**config.mk**
```make
export PLATFORM = sky130hd
export DESIGN_NAME = restore_debounce
export DESIGN_NICKNAME = d
export VERILOG_FILES = /design/src/rtl/restore_debounce.sv
export SDC_FILE = /design/constraint.sdc
export NUM_CORES = 1
export LEC_CHECK = 0
export BUFFER_PORTS_ARGS = -buffer_cell sky130_fd_sc_hd__clkbuf_2
export CORE_MARGIN = 3
export CORE_UTILIZATION = 45
export DETAILED_ROUTE_END_ITERATION = 8
export PLACE_DENSITY_LB_ADDON = 0.05
export SLEW_MARGIN = 20
export SYNTH_ARGS = -nofsm -noshare
export SYNTH_HDL_FRONTEND = slang
export SYNTH_SLANG_ARGS = --single-unit
```
**constraint.sdc**
```tcl
create_clock -name clk -period 2.7 [get_ports clk]
set_clock_uncertainty 0.1 [all_clocks]
set_input_delay 0.54 -clock clk [delete_from_list [all_inputs] [get_ports clk]]
set_output_delay 0.54 -clock clk [all_outputs]
set_load 0.01 [all_outputs]
```
**src/rtl/restore_debounce.sv**
```systemverilog
// Restore-button debouncer: two-flop synchronizer, press/release debounce FSM,
// single-cycle restore pulse and a wrapping press counter.
module restore_debounce #(
    parameter int unsigned DEBOUNCE_CYCLES = 4,
    parameter logic        ACTIVE_LEVEL    = 1'b1
) (
    input  logic       clk,
    input  logic       reset_n,
    input  logic       button_raw,
    output logic       restore,
    output logic       button_state,
    output logic [7:0] press_count
);

    localparam int unsigned CNT_W = $clog2(DEBOUNCE_CYCLES) + 1;
    localparam logic [CNT_W-1:0] CNT_LAST = CNT_W'(DEBOUNCE_CYCLES - 1);
    localparam logic [CNT_W-1:0] CNT_ONE  = CNT_W'(1);

    localparam logic [1:0] IDLE          = 2'd0;
    localparam logic [1:0] CHECK_PRESS   = 2'd1;
    localparam logic [1:0] PRESSED       = 2'd2;
    localparam logic [1:0] CHECK_RELEASE = 2'd3;

    logic             sync1;
    logic             sync2;
    logic             btn_s;
    logic [1:0]       state;
    logic [1:0]       state_nxt;
    logic [CNT_W-1:0] cnt;
    logic [CNT_W-1:0] cnt_nxt;
    logic             pulse_nxt;

    // Synchronizer idles at the not-pressed level so reset never looks like a press
    always_ff @(posedge clk or negedge reset_n) begin
        if (!reset_n) begin
            sync1 <= ~ACTIVE_LEVEL;
            sync2 <= ~ACTIVE_LEVEL;
        end else begin
            sync1 <= button_raw;
            sync2 <= sync1;
        end
    end

    assign btn_s = ~(sync2 ^ ACTIVE_LEVEL);

    always_ff @(posedge clk or negedge reset_n) begin
        if (!reset_n) begin
            state <= IDLE;
            cnt   <= '0;
        end else begin
            state <= state_nxt;
            cnt   <= cnt_nxt;
        end
    end

    // Next-state logic: any contrary sample restarts the debounce window
    always_comb begin
        state_nxt = state;
        cnt_nxt   = cnt;
        pulse_nxt = 1'b0;
        case (state)
            IDLE: begin
                if (btn_s) begin
                    state_nxt = CHECK_PRESS;
                    cnt_nxt   = CNT_ONE;
                end else begin
                    cnt_nxt   = '0;
                end
            end
            CHECK_PRESS: begin
                if (!btn_s) begin
                    state_nxt = IDLE;
                    cnt_nxt   = '0;
                end else if (cnt == CNT_LAST) begin
                    state_nxt = PRESSED;
                    cnt_nxt   = '0;
                    pulse_nxt = 1'b1;
                end else begin
                    cnt_nxt   = cnt + CNT_ONE;
                end
            end
            PRESSED: begin
                if (!btn_s) begin
                    state_nxt = CHECK_RELEASE;
                    cnt_nxt   = CNT_ONE;
                end
            end
            CHECK_RELEASE: begin
                if (btn_s) begin
                    state_nxt = PRESSED;
                    cnt_nxt   = '0;
                end else if (cnt == CNT_LAST) begin
                    state_nxt = IDLE;
                    cnt_nxt   = '0;
                end else begin
                    cnt_nxt   = cnt + CNT_ONE;
                end
            end
            default: begin
                state_nxt = IDLE;
                cnt_nxt   = '0;
            end
        endcase
    end

    // Outputs registered from next-state so they rise on the accepting edge
    always_ff @(posedge clk or negedge reset_n) begin
        if (!reset_n) begin
            restore      <= 1'b0;
            button_state <= 1'b0;
            press_count  <= '0;
        end else begin
            restore      <= pulse_nxt;
            button_state <= (state_nxt == PRESSED) || (state_nxt == CHECK_RELEASE);
            if (pulse_nxt) begin
                press_count <= press_count + 8'(1);
            end
        end
    end

endmodule

```
=== Word-level counts from Yosys, hierarchy flattened ===
Index checks and enable logic that the tools add are counted.

* Flip-flop bits (word level): 17
* Input bits: 3
* Output and inout port bits: 10

* Add/sub/neg operators: 2
* Equality and inequality tests: 7
* Multiplexer cells: 16
* Reductions and logical operators: 2

{| class="wikitable"
|+ Operators with widths
! kind !! number
|-
| 2-bit two-way mux || 6
|-
| 3-bit two-way mux || 4
|-
| 3-bit one-hot mux with 4 select lines || 1
|-
| 8-bit by 1-bit adder with 8-bit output (second input constant) || 1
|-
| 2-bit equality test (second input constant) || 4
|-
| 2-bit one-hot mux with 4 select lines || 1
|-
| 1-bit two-way mux || 4
|-
| 3-bit by 1-bit adder with 3-bit output (second input constant) || 1
|-
| 3-bit by 2-bit equality test with 1-bit output (second input constant) || 1
|-
| 2-bit by 1-bit equality test with 1-bit output (second input constant) || 1
|-
| 2-bit logical NOT || 1
|-
| 2-bit inequality test (second input constant) || 1
|-
| 1-bit logical OR || 1
|}

=== Depth between registers and ports, before layout ===
* Word-level depth: 6
* Gate-level depth with buffers: 4
* Depth with buffers taken out: 4

=== Worst setup path after synthesis ===
Ideal clock, no wire load.

* Path kind: flip-flop to flip-flop
* Start: register, netlist name button_state
* End: register press_count[1]
* Setup time: 0.125 ns
* Arrival time: 1.172 ns
* Data required time: 2.475 ns
* Setup slack: 1.303 ns
* Cell stages (with the launch flop): 4
* Path buffers: 0
* Clock period less this slack: 1.397 ns
* Cell sequence: dfrtp_1 nand3b_4 nor2_2 mux2_2

{| class="wikitable"
|+ RTL lines
! item !! line !! RTL
|-
| end signal, assigned || 116 || <nowiki>press_count <= press_count + 8'(1);</nowiki>
|-
| end, declared || 12 || <nowiki>output logic [7:0] press_count</nowiki>
|}

=== Final worst setup path ===
* Start: register button_state
* End: output port button_state

{| class="wikitable"
|+ RTL lines
! item !! line !! RTL
|-
| start, declared || 11 || <nowiki>output logic button_state,</nowiki>
|-
| start signal, assigned || 114 || <nowiki>button_state <= (state_nxt == PRESSED) || (state_nxt == CHECK_RELEASE);</nowiki>
|}

No word-level cell between the ends.

==> impl_metrics.py <==
metrics = {
    "power": {
        "clkPwrFrac_pct": 23.6,
        "power.internal_mw": 0.4437,
        "p_sw_share_pct": 32.25,
        "p_per_area_mw_per_mm2": 790.7,
        "p_comb_share_pct": 25.1,
        "finalPower_mw": 0.6549,
        "power_switching_mw": 0.2112,
        "pwr-share-seq_pct": 51.3,
        "irDropWorstVdd_uv": 481.4,
        "p_leak_nw": 0.4610,
    },
    "sta": {
        "worst_pin_slew_ps": 390.9,
        "maxSlewHeadroom_pct": 73.94,
        "slew_violations": 0,
        "rsz0062_at_grt": "false",
        "hold_viol_final": 0,
        "timing.hold.ws_ps": 56.06,
        "fin_tns_setup_ps": 0,
        "fmax_mhz": 628.1,
        "period_share_pct": 58.97,
        "fin_ws_ps": 1108,
        "period_minus_slack_ps": 1592,
        "setup_violations": 0,
    },
    "global_route": {
        "antenna_found_initial": 0,
        "grt_overflow_total": 0,
        "grt_max_degree": 17,
        "grt_pass1_wl_um": 2021,
        "track_usage_pct": 14.11,
        "grt_pass1_vias": 459,
    },
    "synthesis": {
        "netlist.area_leader.share_pct": 55.75,
        "syn_area_per_cell_um2": 12.38,
        "syn-num-nets": 63,
        "yosysTopAreaCell": "dfrtp_1",
        "syn_inst": 58,
        "yosysWarnings": 0,
        "ys_types": 23,
        "syn-cell-area_um2": 718.2,
        "seq_area_frac_synth_pct": 55.75,
        "yosys-top-cells-area": "dfrtp_1, xor2_1, nor3_1",
        "synth_seq_cells": 16,
    },
    "cts": {
        "clock_path_buffers": 2,
        "cts_sinks": 16,
        "cts_tree": "built",
        "cts_buffers": 3,
        "cts_resized": 0,
        "clk_latency_ps": 290,
        "post-cts-setup-buffers": 0,
        "path_clk_slew_ps": 90,
        "ctsHoldBuffers": 0,
        "cts_root_buffer": "clkbuf_4",
        "cts_max_level": 1,
    },
    "detailed_routing": {
        "drc_errors": 0,
        "avgViaCountPerCell": 5.489,
        "initialDrtViolationCount": 12,
        "drt-wirelength-per-cell_um": 13.72,
        "totalWireLength_um": 1207,
        "vias": 483,
        "ant_nets": 0,
        "dr.pass1.iters": 4,
    },
    "die": {
        "core_mm2": 0.001399,
        "initial_core_util_pct": 51.34,
        "die_x_um": 45.95,
        "rows": 13,
        "dieArea_mm2": 0.002111,
        "die_height_um": 45.95,
        "top_level_ports": 13,
    },
    "final_layout": {
        "layout.nets": 79,
        "syn2layout_area_growth_pct": 15.33,
        "drive_gt1_share_pct": 28.77,
        "antenna_cells": 0,
        "fin_area_um2": 828.3,
    },
    "setup_path": {
        "critPathKind": "reg2out",
        "cp_top_family": "flip-flops",
        "crit_path_end_kind": "primary output",
        "crit_fanout": 8,
        "max_stage_delay_ps": 480,
        "cp-start-kind": "flop",
        "cp_data_arrival_time_ps": 950,
        "slowest_stage": "dfrtp_1",
        "crit_required_ps": 2060,
        "crit_chain": "clkbuf_2",
        "worstPathBufferInverterCount": 1,
        "rrSetupSlack_ps": 1190,
    },
    "worst_hold_path": {
        "hold_class": "in2async",
    },
    "placed_design": {
        "io_buffers": 12,
        "place_worst_setup_slack_ps": 1207,
        "place_area_um2": 792.0,
        "place_congestion": 0.7242,
    },
    "status": {
        "status": "completed",
    },
    "flow_run": {
        "maxCapViolCount": 0,
    },
}
cells in the mapped netlist, drive strengths merged:
cell and instances:
inv 2, xor2 8, nor4 1, a2bb2oi 1
and3 1, nand2 4, a22o 1, ha 2
o22ai 1, nand2b 1, dfrtp 16, nor3 6
nand3 3, mux2 2, and2 1, buf 1
nand3b 2, and3b 1, nor2 2, nand4b 1
o31a 1
sequential cells by signal, summed over array words and instances (netlist names):
signal,flops
restore,1
sync1,1
button_state,1
state,1
press_count,8
btn_s,1
cnt,3
worst paths after layout:
path                              start             end  cells past startpoint
max                        button_state    button_state                      1
min                             reset_n  press_count[6]                      1
max reg2reg                      cnt[0]  press_count[1]                      4
min reg2reg                       sync1           btn_s                      0
max in group asynchronous       reset_n  press_count[0]                      1
min in group clk             button_raw           sync1                      1
metrics by stage:
step / utilization [%] / std cells
after floorplan: - / 58
after global placement: 56.62 / 84
after detailed placement: 56.62 / 84
after CTS: 59.21 / 88
after global routing: 59.21 / 88
final: 59.21 / 88
cells by family after synthesis:
logic type / synth area share [%]
simple gates: 21.60
compound gates: 4.531
flops: 55.75
fa+ha+maj: 3.484
mux: 3.136
buf+inv: 1.742
xor+xnor: 9.756
area by class of cell:
| class | count | area (um^2) |
|---|---|---|
| fillers | 120 | 570.5 |
| flip-flops and latches | 16 | 400.4 |
| multi-input cells | 39 | 305.3 |
| repair buffers | 12 | 60.06 |
| clock buffers | 4 | 36.28 |
| well taps | 15 | 18.77 |
| inverters | 2 | 7.507 |
power by group through the flow:
stage / registers (mW) / clock network (mW) / logic (mW)
after CTS: 0.334 / 0.161 / 0.164
after detailed placement: 0.340 / 0 / 0.162
final: 0.336 / 0.155 / 0.164
after floorplan: 0.336 / 0 / 0.114
after global placement: 0.338 / 0 / 0.161
after global routing: 0.341 / 0.175 / 0.185
metal layers:
layer  vias to the layer above  routed length (um)  track usage, %
met5                         -                   0               0
met4                         0                  29           10.23
met3                         4                  49           2.372
met2                        11                 553           21.15
met1                       232                 575           18.02
li1                        236                   -               -
cell usage in the layout (no fill, tap or decap), drive strengths merged:
master	synthesis	layout
a22o	1	1
a2bb2oi	1	1
and2	1	1
and3	1	1
and3b	1	1
clkbuf	0	16
dfrtp	16	16
ha	2	2
inv	2	2
mux2	2	2
nand2	4	4
nand2b	1	1
nand3	3	3
nand3b	2	2
nand4b	1	1
nor2	2	2
nor3	6	6
nor4	1	1
o22ai	1	1
o31a	1	1
xor2	8	8
Note: power is estimated with default switching activity, not from simulation.
